$ cat config.mk
export PLATFORM = sky130hd
export DESIGN_NAME = spi_master_ctrl
export DESIGN_NICKNAME = d
export VERILOG_FILES = /design/src/rtl/spi_master_ctrl.sv
export SDC_FILE = /design/constraint.sdc
export NUM_CORES = 1
export LEC_CHECK = 0
export ABC_AREA = 1
export BUFFER_PORTS_ARGS = -buffer_cell sky130_fd_sc_hd__buf_4
export CAP_MARGIN = 20
export CELL_PAD_IN_SITES_DETAIL_PLACEMENT = 1
export CELL_PAD_IN_SITES_GLOBAL_PLACEMENT = 2
export CORE_MARGIN = 8
export CORE_UTILIZATION = 37
export DETAILED_ROUTE_END_ITERATION = 16
export PLACE_DENSITY_LB_ADDON = 0.1
export REMOVE_ABC_BUFFERS = 1
export SKIP_LAST_GASP = 1
export SYNTH_ARGS = -nofsm -noshare
export SYNTH_HDL_FRONTEND = slang
export SYNTH_SLANG_ARGS = --single-unit
$ cat constraint.sdc
create_clock -name clk -period 4.8 [get_ports clk]
set_clock_uncertainty 0.1 [all_clocks]
set_input_delay 0.24 -clock clk [delete_from_list [all_inputs] [get_ports clk]]
set_output_delay 0.24 -clock clk [all_outputs]
set_load 0.005 [all_outputs]
$ cat src/rtl/spi_master_ctrl.sv
// SPI mode-0 master: serializes one DATA_W word per handshake, MSB first, and captures MISO.
// Optional echo checking of the previous frame's word is enabled by SPI_MASTER_ECHO_CHK_EN.
module spi_master_ctrl #(
    parameter int DATA_W  = 8,
    parameter int CLK_DIV = 4,
    parameter int GAP_CYC = 4
) (
    input  logic              clk,
    input  logic              rst,
    input  logic              tx_valid,
    output logic              tx_ready,
    input  logic [DATA_W-1:0] tx_data,
    output logic              rx_valid,
    output logic [DATA_W-1:0] rx_data,
    output logic              busy,
    output logic              echo_err,
    output logic              sclk,
    output logic              mosi,
    input  logic              miso,
    output logic              ss_n
);

    localparam int BIT_W = (DATA_W > 1) ? $clog2(DATA_W) : 1;
    localparam logic [BIT_W-1:0] LAST_BIT = BIT_W'(DATA_W - 1);
    localparam logic [7:0] DIV_LAST = 8'(CLK_DIV - 1);
    localparam logic [7:0] GAP_LAST = 8'(GAP_CYC - 1);

    typedef enum logic [2:0] {IDLE, SETUP, SCLK_HI, SCLK_LO, DONE, GAP} state_t;

    state_t            state;
    logic [DATA_W-1:0] tx_shift;
    logic [DATA_W-1:0] rx_shift;
    logic [7:0]        div_cnt;
    logic [BIT_W-1:0]  bit_cnt;
    logic              div_end;

`ifdef SPI_MASTER_ECHO_CHK_EN
    logic [DATA_W-1:0] cur_tx;
    logic [DATA_W-1:0] prev_tx;
    logic              have_prev;
`else
    assign echo_err = 1'b0;
`endif

    assign div_end = (div_cnt == DIV_LAST);

    // All outputs are registered and updated on the edge that enters the new state.
    always_ff @(posedge clk or negedge rst) begin
        if (!rst) begin
            state    <= IDLE;
            tx_shift <= '0;
            rx_shift <= '0;
            div_cnt  <= '0;
            bit_cnt  <= '0;
            tx_ready <= 1'b0;
            rx_valid <= 1'b0;
            rx_data  <= '0;
            busy     <= 1'b0;
            sclk     <= 1'b0;
            mosi     <= 1'b0;
            ss_n     <= 1'b1;
`ifdef SPI_MASTER_ECHO_CHK_EN
            cur_tx    <= '0;
            prev_tx   <= '0;
            have_prev <= 1'b0;
            echo_err  <= 1'b0;
`endif
        end else begin
            rx_valid <= 1'b0;
            case (state)
                IDLE: begin
                    tx_ready <= 1'b1;
                    if (tx_valid && tx_ready) begin
                        tx_shift <= tx_data;
                        rx_shift <= '0;
                        mosi     <= tx_data[DATA_W-1];
                        ss_n     <= 1'b0;
                        busy     <= 1'b1;
                        tx_ready <= 1'b0;
                        div_cnt  <= '0;
                        bit_cnt  <= '0;
                        state    <= SETUP;
`ifdef SPI_MASTER_ECHO_CHK_EN
                        cur_tx   <= tx_data;
`endif
                    end
                end
                SETUP: begin
                    if (div_end) begin
                        div_cnt  <= '0;
                        sclk     <= 1'b1;
                        rx_shift <= {rx_shift[DATA_W-2:0], miso};
                        state    <= SCLK_HI;
                    end else begin
                        div_cnt <= div_cnt + 8'd1;
                    end
                end
                SCLK_HI: begin
                    if (div_end) begin
                        div_cnt  <= '0;
                        sclk     <= 1'b0;
                        tx_shift <= tx_shift << 1;
                        mosi     <= tx_shift[DATA_W-2];
                        state    <= SCLK_LO;
                    end else begin
                        div_cnt <= div_cnt + 8'd1;
                    end
                end
                SCLK_LO: begin
                    if (div_end) begin
                        div_cnt <= '0;
                        if (bit_cnt == LAST_BIT) begin
                            ss_n     <= 1'b1;
                            mosi     <= 1'b0;
                            rx_data  <= rx_shift;
                            rx_valid <= 1'b1;
                            state    <= DONE;
`ifdef SPI_MASTER_ECHO_CHK_EN
                            // The slave echoes the previous frame, so frame one has nothing to compare.
                            if (have_prev && (rx_shift != prev_tx))
                                echo_err <= 1'b1;
                            prev_tx   <= cur_tx;
                            have_prev <= 1'b1;
`endif
                        end else begin
                            bit_cnt  <= bit_cnt + BIT_W'(1);
                            sclk     <= 1'b1;
                            rx_shift <= {rx_shift[DATA_W-2:0], miso};
                            state    <= SCLK_HI;
                        end
                    end else begin
                        div_cnt <= div_cnt + 8'd1;
                    end
                end
                DONE: begin
                    div_cnt <= '0;
                    state   <= GAP;
                end
                GAP: begin
                    if (div_cnt == GAP_LAST) begin
                        div_cnt  <= '0;
                        busy     <= 1'b0;
                        tx_ready <= 1'b1;
                        state    <= IDLE;
                    end else begin
                        div_cnt <= div_cnt + 8'd1;
                    end
                end
                default: state <= IDLE;
            endcase
        end
    end

endmodule

* Word level (Yosys, flattened, before mapping)
Index checks and enable logic that the tools add are counted.
** Cells by class
- Multiplexer cells :: 42
- Add/subtract/negate cells :: 2
- Equality and inequality tests :: 14
- Reductions and logical operators :: 21
** Operator list (number)
- case mux 8 bit (3 select lines) :: 2
- two-way mux 8 bit :: 5
- two-way mux 3 bit :: 9
- AND reduction 5 bit :: 4
- case mux 3 bit (6 select lines) :: 1
- two-way mux 1 bit :: 16
- two-way mux 7 bit :: 2
- != test 2 bit (second input constant) :: 7
- case mux 7 bit (2 select lines) :: 1
- nonzero test 3 bit :: 4
- == test 3 bit (second input constant) :: 3
- AND reduction 3 bit :: 3
- adder 8 x 1 -> 8 bit (second input constant) :: 1
- == test 8 x 2 -> 1 bit (second input constant) :: 1
- AND reduction 4 bit :: 2
- == test 3 x 2 -> 1 bit (second input constant) :: 2
- case mux 1 bit (2 select lines) :: 3
- case mux 1 bit (3 select lines) :: 2
- case mux 3 bit (2 select lines) :: 1
- nonzero test 2 bit :: 3
- AND reduction 2 bit :: 2
- OR reduction 4 bit :: 1
- adder 3 x 1 -> 3 bit (second input constant) :: 1
- == test 3 x 1 -> 1 bit (second input constant) :: 1
- other kinds (2) :: 2
** Word-level totals
- Word-level logic and storage cells :: 91
- Output and inout port bits :: 15
- Input bits :: 12
- Bits in registers :: 43

* Depth between registers and ports, before layout
Gate-level depths: netlist of run 1.
- Depth after elaboration :: 4
- Gate-level depth with buffers :: 9
- Depth with buffers taken out :: 9

* Worst setup path before layout of run 1
Ideal clock, no wire load.
- Kind :: reg-to-reg
- Start point :: register bit_cnt[0]
- End point :: register rx_shift[0]
- Arrival time :: 1508 ps
- Buffers on the path :: 0
- Data required time :: 4583 ps
- Cell stages (with the launch flop) :: 9
- Library setup time :: 117 ps
- Path slack :: 3075 ps
- Clock period less this slack :: 1725 ps
- Cell sequence :: dfrtp_1 > ha_1 > ha_1 > inv_1 > nand2_1 > a21oi_2 > nand3_4 > nand2_1 > nand2_1
** Between the ends
- Longest elaborated chain between the ends :: 3
** Ends and longest elaborated chain
- start: declaration :: RTL line 34 : logic [BIT_W-1:0] bit_cnt;
- start signal: assignment :: RTL line 126 : bit_cnt <= bit_cnt + BIT_W'(1);
- == test 3 bit :: RTL line 112 : if (bit_cnt == LAST_BIT) begin
- != test 2 bit (no line)
- AND reduction 5 bit (no line)
- end signal: assignment :: RTL line 92 : rx_shift <= {rx_shift[DATA_W-2:0], miso};
- end signal: assignment :: RTL line 128 : rx_shift <= {rx_shift[DATA_W-2:0], miso};
- end: declaration :: RTL line 32 : logic [DATA_W-1:0] rx_shift;
No other way between the ends.
A chain may end at the register's enable or synchronous reset.

* Final worst setup path of run 1
- Start point :: register state[0]
- End point :: register div_cnt[0]
** Between the ends
- Longest elaborated chain between the ends :: 4
- Elaborated cells between the ends (all ways) :: 11
- Those cells by class :: eq/ne: 6; mux: 1; reduce/logical: 4
** Ends and longest elaborated chain
- start: declaration :: RTL line 30 : state_t state;
- start signal: assignment :: RTL line 50 : state <= IDLE;
- start signal: assignment :: RTL line 82 : state <= SETUP;
- start signal: assignment :: RTL line 93 : state <= SCLK_HI;
- == test 3 bit (tied with other cells) :: RTL line 70 : case (state)
- OR reduction 4 bit (no line)
- nonzero test 3 bit (no line)
- AND reduction 2 bit (no line)
- end signal: assignment :: RTL line 95 : div_cnt <= div_cnt + 8'd1;
- end signal: assignment :: RTL line 106 : div_cnt <= div_cnt + 8'd1;
- end signal: assignment :: RTL line 132 : div_cnt <= div_cnt + 8'd1;
- end: declaration :: RTL line 33 : logic [7:0] div_cnt;
Several ways; a longest one is shown, not always the timed one.

==> impl_results.md, run 1 <==
- Slowest stage delay, CP: roughly 0.54 ns
- Critical Path, Cell by Cell: nor2_1 > nand3_1 > o21ai_0 > inv_1 > o21ai_0
- Die height: roughly 94 µm
- Total power after layout: 684.6 µW
- Fillcell total: between 700 and 800
- FFs w/ async S/R, synth: 100.0%
- HP Class: input pin to flip-flop
- Yosys top cell area share: a little under half
- Post-synthesis xor/xnor area fraction: 0.7692%
- Cell Area, Synth: 0.002277 mm²
- DP Area: around 0.0025 mm²
- Count leader, synth: nand2_1
- TritonCTS buffer count: 5
- Minimum clock period: approximately 2.1 ns
- TritonCTS clock tree: done
- Final ANT Viol Nets: 0
- Compound-gate portion of the synthesized area: a little under 8%
- Root Driver: clkbuf_8
- Iter 0 DRT Violations: 60
- Share of layout cells above drive strength 1: 17.63%
- Hold Vio Cnt, Final: 0
- 1st-pass router iterations: 4
- Vias in the first global route: about 2000
- Crit path kind: flip-flop to flip-flop
- Peak VDD IR: roughly 0.00011 V
- Area grow syn2layout: 16.81%
- Largest family of logic cells by synthesized area: simple AND/OR/NAND/NOR gates
- WP data arrival: about 2.2 ns
- Area leader, netlist: dfrtp_1
- Top cells by area, synth: dfrtp_1, nand2_1, inv_1, nand4_1, nand3_1
- Initial antenna violation count: 0
- Avg Inst Size Synth: roughly 8 µm²
- Antenna diode instance count: 0
- Syn Inst Count: 284
- Max-slew headroom: between 60% and 70%
- Status: complete, no violations
- Worst Path Required: around 4.9 ns
- Port buffer count: 25
- CP most frequent cell: o21ai_0
- Die area: 0.008921 mm²
- Setup repair bufs after CTS: 0
- Synth Area in Simple Gates: a little over a third
- Post-Synth Adder-Cell Area: around 1.6%
- Flops & latches, synth: 43
- Die Width: 94.45 µm
- Pwr per Cell Area: 257.4 mW/mm²
- Num rows: 28
- Longest Clk Path Bufs: 2
- RePlAce Congestion: 0.7916
- Pins Over Slew Limit: 0
- Yosys Warn Count: 0
- Slowest CP cell: dfrtp_1
- Sequential element share of the synthesized area: between 40% and 50%
- Starting Density: between 30% and 40%
- Post-DR wirelength/cell: roughly 14 µm
- Endpoint class of the critical path: flip-flop
- DR vias: 1902
- Max Cap Viol: 0
- Core area: about 0.0059 mm²
- Final hold slack: about 0.17 ns
- CTS Sinks: 43
- Leakage power: roughly 1.4 nW
- Number of H-tree levels: 2
- Period utilization: approximately 43%
- RSZ-0062 raised after global routing: no
- WL final: 5.327 mm
- Global route overflow: 0
- Layout net count: 326
- Setup violators final: 0
- Worst-path fanout max: 11
- DRC viols: 0
- Clock latency on the worst-skew pair: roughly 0.3 ns
- Io pins: 27
- Worst slew pin tran: around 0.56 ns
- Pin count of the biggest net entering global routing: 44
- CP Launch Type: flip-flop
- Final non-filler cell area: roughly 0.0027 mm²
- Unique masters post-synth: 31
- Portion of netlist area occupied by mux cells: 0%
- Number of synthesized flops with an enable pin: 0
- Top post-synthesis cells by count: nand2_1, dfrtp_1, inv_1
- Register clock-pin slew on the reported worst setup and hold paths: around 0.090 ns
- FMAX: between 400 and 500 MHz
- First-pass GRT wire length: about 9.4 mm
- Post-DP HPWL: roughly 3.7 mm
- Final TNS setup: 0 ns
- Post-synth top flop: dfrtp_1
- Total GRT Usage: between 10% and 20%
- Post-DR vias/cell: a little under 5
-- sequential cells by signal, indices dropped and copies added, names as in the netlist --
signal and count:
div_cnt 8, ss_n 1, state 3, mosi 1, bit_cnt 3, rx_data 8
busy 1, rx_shift 8, sclk 1, tx_ready 1, tx_shift 7, rx_valid 1
-- kinds of logic after synthesis --
group	Yosys count
fa+ha+maj	3
compound gates	26
buf+inv	37
simple gates	172
flops	43
other cells	1
xor+xnor	2
-- worst paths after layout --
check                           start          end  slack, ns  cells past startpoint
min reg2reg                      ss_n         ss_n       0.37                      2
max                          state[0]   div_cnt[0]       2.74                      5
min                        tx_data[3]  tx_shift[3]       0.17                      5
max reg2reg                  state[0]   div_cnt[0]       2.74                      5
max in group asynchronous         rst  rx_shift[6]       3.84                      2
min in group asynchronous         rst   bit_cnt[2]       0.38                      2
-- metrics by stage --
step | std cells | util [%] | worst slack [ns]
2_1_floorplan | 277 | - | 2.758
3_3_place_gp | 377 | 42.31 | 2.273
3_5_place_dp | 377 | 42.31 | 2.133
4_1_cts | 386 | 44.46 | 2.131
5_1_grt | 387 | 44.93 | 2.534
6_report | 387 | 44.93 | 2.739
-- where the power goes --
group          switching [mW]  total (mW)  internal (mW)
clock                   0.131       0.299          0.169
sequential            0.00135       0.366          0.364
combinational          0.0120      0.0195        0.00758
-- per-layer routing --
| layer | share of wire (%) | global-route usage, % | vias to the layer above | wire (µm) |
|---|---|---|---|---|
| met5 | 0 | 0 | - | 0 |
| met3 | 3.6 | 3.571 | 2 | 194 |
| met4 | 0.62 | 3.511 | 0 | 33 |
| li1 | - | - | 962 | - |
| met1 | 49 | 16.49 | 916 | 2604 |
| met2 | 47 | 21.26 | 22 | 2495 |
-- cells in the final DEF (no fill, tap or decap) --
cell / Yosys / layout
ha_1: 3 / 3
inv_2: 1 / 1
o22ai_1: 2 / 2
nand2_1: 102 / 102
buf_16: 0 / 1
clkbuf_8: 0 / 6
o21ai_0: 11 / 11
o21ai_4: 1 / 1
nand2_2: 2 / 2
nand3_4: 2 / 2
inv_1: 29 / 29
nor3_1: 1 / 1
and3_2: 1 / 1
o21ai_2: 7 / 7
o21a_1: 1 / 1
bufinv_16: 0 / 1
nor2_8: 1 / 1
nand2_4: 2 / 2
dlygate4sd3_1: 0 / 1
nor2_4: 1 / 1
xor2_1: 2 / 2
dfrtp_1: 42 / 42
o21bai_1: 1 / 1
conb_1: 1 / 1
nand3_1: 19 / 19
nand4_1: 16 / 16
dfstp_2: 1 / 1
nor2_1: 22 / 22
nand3b_1: 2 / 2
or2_2: 1 / 1
buf_4: 5 / 25
a21oi_2: 1 / 1
a21oi_1: 2 / 2
clkinv_2: 0 / 1
-- repair_timing --
| item | in CTS | in global routing |
|---|---|---|
| endpoints found under the hold margin | 42 | 0 |
| hold buffers | 1 | 0 |
| resized for setup | 0 | 0 |
-- critical path: cells and delay by family (launching register included) --
kind            cells  cell delay (ns)
compound gates      2             0.48
flops               1             0.54
simple gates        2             0.67
buf+inv             1             0.16
-- cell type report --
| cell class | count | area, µm² | area share, % |
|---|---|---|---|
| sequential | 43 | 1077 | 40.50 |
| multi-input combinational | 204 | 1033 | 38.85 |
| timing repair buffer | 27 | 225.2 | 8.467 |
| inverter | 30 | 112.6 | 4.233 |
| tap | 75 | 93.84 | 3.528 |
| clock buffer | 6 | 82.58 | 3.104 |
| clock inverter | 2 | 35.03 | 1.317 |
No activity file was read; power rests on OpenSTA's default activity.
==> run 2: changes to the inputs <==
--- a/config.mk
+++ b/config.mk
@@ -11,7 +11,7 @@
 export CELL_PAD_IN_SITES_DETAIL_PLACEMENT = 1
 export CELL_PAD_IN_SITES_GLOBAL_PLACEMENT = 2
 export CORE_MARGIN = 8
-export CORE_UTILIZATION = 37
+export CORE_UTILIZATION = 34
 export DETAILED_ROUTE_END_ITERATION = 16
 export PLACE_DENSITY_LB_ADDON = 0.1
 export REMOVE_ABC_BUFFERS = 1
==> constraint.sdc (replaced) <==
create_clock -name clk -period 1.9 [get_ports clk]
set_clock_uncertainty 0.1 [all_clocks]
set_input_delay 0.095 -clock clk [delete_from_list [all_inputs] [get_ports clk]]
set_output_delay 0.095 -clock clk [all_outputs]
set_load 0.005 [all_outputs]
==> run 2 against run 1 <==
Net effect: clock-buffer cell count did not move; final cell count rose by 3.9%; clock power rose to 2.9 times the previous value; global-route usage fell by 0.22 points; combinational power rose to 2.6 times the previous value; sequential power rose to 2.5 times the previous value; die area rose by 7.3%; critical path depth rose by 4; hold slack got worse by 0.16 ns; setup slack got worse by 2.6 ns; non-clock buffer count rose by 10; largest cell class unchanged; largest power group unchanged; highest routed layer unchanged.
==> impl_results.md, run 2 (same netlist as run 1, synthesis figures left out) <==
- Minimum clock period: 1.776 ns (-0.2853 ns)
- 1st-pass router iterations: 4 (unchanged)
- Number of H-tree levels: 2 (unchanged)
- Slowest stage delay, CP: 0.41 ns (-0.13 ns)
- Post-DR vias/cell: 4.836 (-1.6%)
- Worst Path Required: 2.00 ns (-2.90 ns)
- Hold Vio Cnt, Final: 0 (unchanged)
- Max-slew headroom: 61.67% (-1.0 points)
- Setup crit start: div_cnt[1]
- Register clock-pin slew on the reported worst setup and hold paths: 0.09 ns (about the same)
- RR Startpoint: div_cnt[1]
- Top Registers: div_cnt: 8 flops, rx_data: 8 flops, rx_shift: 8 flops
- Crit path kind: flip-flop to flip-flop
- Core area: 0.006644 mm² (+12%)
- HP Class: input pin to flip-flop
- Worst slew pin tran: 0.5749 ns (+0.01543 ns)
- Layout net count: 336 (+3.1%)
- Num rows: 30 (+7.1%)
- CTS Sinks: 43 (unchanged)
- Post-DR wirelength/cell: 14.18 µm (+3.0%)
- Global route overflow: 0 (unchanged)
- CP most frequent cell: nand2_1
- Max Cap Viol: 0 (unchanged)
- Worst-path fanout max: 4 (-7)
- WL final: 5.700 mm (+7.0%)
- Io pins: 27 (unchanged)
- Most frequent cells in the layout: nand2_1, dfrtp_1, buf_4
- Area grow syn2layout: 21.10%
- Share of layout cells above drive strength 1: 21.12% (+3.5 points)
- First-pass GRT wire length: 10.09 mm (+7.0%)
- Peak VDD IR: 0.0003039 V (+190%)
- Pins Over Slew Limit: 0 (unchanged)
- Root Driver: clkbuf_8
- FMAX: 563.2 MHz (+16%)
- Final ANT Viol Nets: 0 (unchanged)
- Port buffer count: 25 (unchanged)
- Leakage power: 1.436 nW (+3.3%)
- Endpoint class of the critical path: flip-flop
- Hold Crit Start: tx_data[6]
- Pwr per Cell Area: 664.1 mW/mm² (+160%)
- Longest Clk Path Bufs: 2 (unchanged)
- Die Width: 97.84 µm (+3.6%)
- Iter 0 DRT Violations: 59 (-1.7%)
- CP Launch Type: flip-flop
- Pin count of the biggest net entering global routing: 44 (unchanged)
- Clock latency on the worst-skew pair: 0.30 ns (about the same)
- TritonCTS buffer count: 5 (unchanged)
- Total GRT Usage: 12.79% (-0.22 points)
- Final hold slack: 0.01145 ns (-0.1589 ns)
- Die height: 97.84 µm (+3.6%)
- DRC viols: 0 (unchanged)
- Setup violators final: 0 (unchanged)
- Total power after layout: 1.831 mW (+170%)
- Starting Density: 34.27% (-4.2 points)
- Most common library cell in the layout ignoring fill and taps: nand2_1
- DR vias: 1944 (+2.2%)
- Vias in the first global route: 2092 (+3.2%)
- Post-DP HPWL: 4.075 mm (+9.2%)
- Final TNS setup: 0 ns (unchanged)
- Antenna diode instance count: 0 (unchanged)
- Status: complete, no violations
- Critical Path, Cell by Cell: ha_2 > nand2_1 > nor2_2 > nand2_2 > buf_4 > o21ai_1 > nand3_1 > nand2_1 > nand2_1
- DP Worst Slack: -0.008355 ns (-2.141 ns)
- RePlAce Congestion: 0.7726 (-2.4%)
- Slowest CP cell: dfrtp_1
- Period utilization: 93.45% (+51 points)
- WP data arrival: 1.87 ns (-0.29 ns)
- TritonCTS clock tree: done
- Die area: 0.009573 mm² (+7.3%)
- Setup ws final: 0.1245 ns (-2.615 ns)
- Initial antenna violation count: 0 (unchanged)
run 2: final cells by class:
class                      count  area (µm²)
clock buffer                   6       72.57
clock inverter                 2       60.06
fill                         830        3886
inverter                      30       112.6
multi-input combinational    204        1041
sequential                    43        1079
tap                           80       100.1
timing repair buffer          37       292.8
run 2: final timing paths:
kind                                     to  slack, ns  cells after the start
worst max-delay path                   mosi       0.12                      9
worst min-delay path            tx_shift[6]       0.01                      5
worst max register to register         mosi       0.12                      9
worst min register to register         ss_n       0.37                      2
max in group asynchronous          state[0]       1.05                      2
min in group asynchronous       rx_shift[6]       0.24                      2
run 2: repair_timing:
action                                  in CTS  in global routing
pin swaps                                    1                  0
endpoints found under the setup margin       9                 18
setup buffers                                1                  1
gates resized for setup                      1                  4
endpoints found under the hold margin       42                  0
hold buffers                                 1                  0
run 2: report_power, final:
group	leakage, nW	switching, mW	internal, mW
logic	0.819	0.0307	0.0191
clock network	0.0654	0.332	0.526
registers	0.551	0.00335	0.921
total	1.44	0.366	1.47
run 2: worst max-delay path, delay by kind of cell, from the launching register on:
family | cells | cell delay (ns)
flip-flops | 1 | 0.41
buffers and inverters | 1 | 0.19
AND/OR/NAND/NOR | 6 | 0.60
AO/OA/AOI/OAI | 1 | 0.18
adder cells (fa/ha/maj) | 1 | 0.21
run 2: per-layer routing:
metal  global-route usage (%)  routed length (µm)  up-vias
met5                        0                   0        -
met4                    4.317                  75        0
met3                    3.627                 217        6
met2                    21.18                2703       22
met1                    15.50                2703      933
li1                         -                   -      983
run 2: through the flow:
step	instances	util, %	area (µm²)
2_1_floorplan	277	-	2223
3_3_place_gp	391	38.81	2579
3_5_place_dp	391	38.81	2579
4_1_cts	401	41.30	2744
5_1_grt	402	41.51	2758
6_report	402	41.51	2758
==> run 3: changes to the inputs <==
--- a/config.mk
+++ b/config.mk
@@ -10,7 +10,6 @@
 export CAP_MARGIN = 20
 export CELL_PAD_IN_SITES_DETAIL_PLACEMENT = 1
 export CELL_PAD_IN_SITES_GLOBAL_PLACEMENT = 2
-export CORE_MARGIN = 8
 export CORE_UTILIZATION = 34
 export DETAILED_ROUTE_END_ITERATION = 16
 export PLACE_DENSITY_LB_ADDON = 0.1
==> run 3 against run 2 <==
Net effect: the flow now finishes with violations (DRC); combinational power fell by 1%; core utilization grew 0.92 points; wire length shrank 5.6%; first-iteration DRC count increased by 22%; global-route usage rose by 4.1 points; setup slack gained 0.035 ns; maximum frequency grew 2.0%; final cell count shrank 1.2%; sequential cell count is the same; die area fell by 27%; sequential power barely moved; hold slack improved by 0.014 ns; critical endpoint is now rx_shift[4]; largest cell class unchanged; largest power group unchanged.
==> impl_results.md, run 3 (same netlist as run 1, synthesis figures left out) <==
- Worst slew pin tran: 0.5752 ns (+0.0002141 ns)
- Die Width: 83.84 µm (-14%)
- Pin count of the biggest net entering global routing: 44 (unchanged)
- Starting Density: 35.46% (+1.2 points)
- First-pass GRT wire length: 9.425 mm (-6.6%)
- Pins Over Slew Limit: 0 (unchanged)
- RR Startpoint: bit_cnt[0]
- Worst-path fanout max: 5 (+1)
- Global Route met1 Usage: 24.53% (+9.0 points)
- Worst hold stages: 5 (unchanged)
- Seq pwr share: 54.2% (+3.7 points)
- Core area: 0.006422 mm² (-3.3%)
- Final TNS setup: 0 ns (unchanged)
- Worst R2R Setup Slack: 0.16 ns (+0.03 ns)
- Die height: 83.84 µm (-14%)
- Root Driver: clkbuf_8
- Post-DR vias/cell: 4.831 (about the same)
- Post-DR wirelength/cell: 13.55 µm (-4.4%)
- Switching Fraction: 21.88% (+1.9 points)
- Total power after layout: 1.705 mW (-6.9%)
- CTS Sinks: 43 (unchanged)
- Slowest stage delay, CP: 0.41 ns (about the same)
- Final non-filler cell area: 0.002725 mm² (-1.2%)
- Initial antenna violation count: 0 (unchanged)
- Routing usage on met3: 3.561% (-0.066 points)
- Clock latency on the worst-skew pair: 0.30 ns (about the same)
- Hold endpoint: rx_shift[0]
- Top Registers: div_cnt: 8 flops, rx_data: 8 flops, rx_shift: 8 flops
- Number of H-tree levels: 2 (unchanged)
- TritonCTS clock tree: done
- Peak VDD IR: 0.0003142 V (+3.4%)
- Max Cap Viol: 0 (unchanged)
- Clock share of power: 42.9% (-3.9 points)
- Hold Vio Cnt, Final: 0 (unchanged)
- Share of layout cells above drive strength 1: 20.63% (-0.49 points)
- R2r worst-path depth: 8 (-1)
- Status: finished with violations
- Endpoint class of the critical path: flip-flop
- HP Class: input pin to flip-flop
- Psw: 373.0 µW (+2.0%)
- RSZ-0062 raised after global routing: no
- Crit path kind: flip-flop to flip-flop
- Die area: 0.007029 mm² (-27%)
- DR vias: 1918 (-1.3%)
- Most common library cell in the layout ignoring fill and taps: nand2_1
- Final ANT Viol Nets: 0 (unchanged)
- WP data arrival: 1.88 ns (about the same)
- Area grow syn2layout: 19.67%
- Register clock-pin slew on the reported worst setup and hold paths: 0.09 ns (about the same)
- WL final: 5.379 mm (-5.6%)
- Worst Path Required: 2.04 ns (+0.04 ns)
- Post-DP HPWL: 3.752 mm (-7.9%)
- Reg2reg end: rx_shift[4]
- Setup violators final: 0 (unchanged)
- Met2 usage: 25.34% (+4.2 points)
- Critical Path, Cell by Cell: ha_1 > ha_1 > inv_1 > nand2_1 > a21oi_4 > buf_4 > nand4_1 > nand2_1
- Failing checks: DRC
- Pwr per Cell Area: 625.6 mW/mm² (-5.8%)
- TritonCTS buffer count: 5 (unchanged)
- Num rows: 29 (-3.3%)
- RePlAce Congestion: 0.7083 (-8.3%)
- FMAX: 574.5 MHz (+2.0%)
- Total GRT Usage: 16.90% (+4.1 points)
- Antenna diode instance count: 0 (unchanged)
- Global route overflow: 0 (unchanged)
- Slowest CP cell: dfrtp_1
- Port buffer count: 25 (unchanged)
- DP Area: 0.002552 mm² (-1.0%)
- Period utilization: 91.61% (-1.8 points)
- 1st-pass router iterations: 10 (+6)
- Worst path bufs/invs: 2 (+1)
- Cell Int Power: 1.332 mW (-9.1%)
- Minimum clock period: 1.741 ns (-0.03498 ns)
- Leakage power: 1.422 nW (-0.95%)
- Layout net count: 334 (-0.60%)
- Final hold slack: 0.02585 ns (+0.01440 ns)
- Crit-path leading delay family: adder cells
- Vias in the first global route: 1943 (-7.1%)
- GRT Max-Usage Layer: met2
- Longest Clk Path Bufs: 2 (unchanged)
- Iter 0 DRT Violations: 72 (+22%)
- Fillcell total: 789 (-4.9%)
- Io pins: 27 (unchanged)
- Most frequent cells in the layout: nand2_1, dfrtp_1, buf_4
- Hold Crit Start: miso
- Comb pwr share: 2.9% (+0.2 points)
- DRC viols: 2 (+2)
- Max-slew headroom: 61.66% (about the same)
- CP Launch Type: flip-flop
run 3: metrics by stage:
step                      worst slack [ns]  utilization (%)  instances
after detailed placement           0.08559            39.74        385
after CTS                          0.05543            41.65        394
final                               0.1595            42.43        397
after floorplan                    -0.1423                -        277
after global placement              0.1179            39.74        385
after global routing             0.0009504            42.43        397
run 3: how the worst max path moves through the flow:
stage | from | to | slack, ns | cells past startpoint
5_1_grt | state[2] | bit_cnt[0] | 0.001 | 8
6_report | bit_cnt[0] | rx_shift[4] | 0.16 | 8
3_5_place_dp | div_cnt[1] | rx_shift[4] | 0.09 | 9
2_1_floorplan | state[0] | div_cnt[3] | -0.14 | 5
3_3_place_gp | div_cnt[1] | bit_cnt[0] | 0.12 | 9
4_1_cts | div_cnt[0] | rx_shift[4] | 0.06 | 9
run 3: power groups by stage:
stage | Combinational [mW] | Clock (mW) | Sequential (mW)
4_1_cts | 0.0520 | 0.761 | 0.925
3_3_place_gp | 0.0494 | 0 | 0.943
2_1_floorplan | 0.0109 | 0 | 0.942
6_report | 0.0491 | 0.731 | 0.925
5_1_grt | 0.0575 | 0.789 | 0.926
3_5_place_dp | 0.0503 | 0 | 0.943
run 3: repair_timing:
action | CTS | global route
gates resized for setup | 0 | 4
setup buffers | 0 | 3
setup endpoints to repair | 0 | 20
hold endpoints to repair | 42 | 0
hold buffers | 1 | 0
run 3: tightest hold or removal path: stages:
cell,delay [ns]
buf_4,0.11
inv_1,0.04
nor2_1,0.04
nand4_1,0.07
nand2_1,0.05
run 3: cell type report:
| class | instances | area (µm²) | share of cell area, % |
|---|---|---|---|
| clock buffers | 5 | 68.82 | 2.525 |
| clock inverters | 3 | 43.79 | 1.607 |
| inverters | 30 | 112.6 | 4.132 |
| multi-input cells | 204 | 1049 | 38.48 |
| flip-flops and latches | 43 | 1077 | 39.53 |
| well taps | 77 | 96.34 | 3.535 |
| repair buffers | 35 | 277.8 | 10.19 |
run 3: routing by layer:
| layer | vias to the layer above | wire, µm |
|---|---|---|
| li1 | 982 | - |
| met3 | 5 | 151 |
| met4 | 0 | 64 |
| met5 | - | 0 |
| met2 | 25 | 2351 |
| met1 | 906 | 2812 |
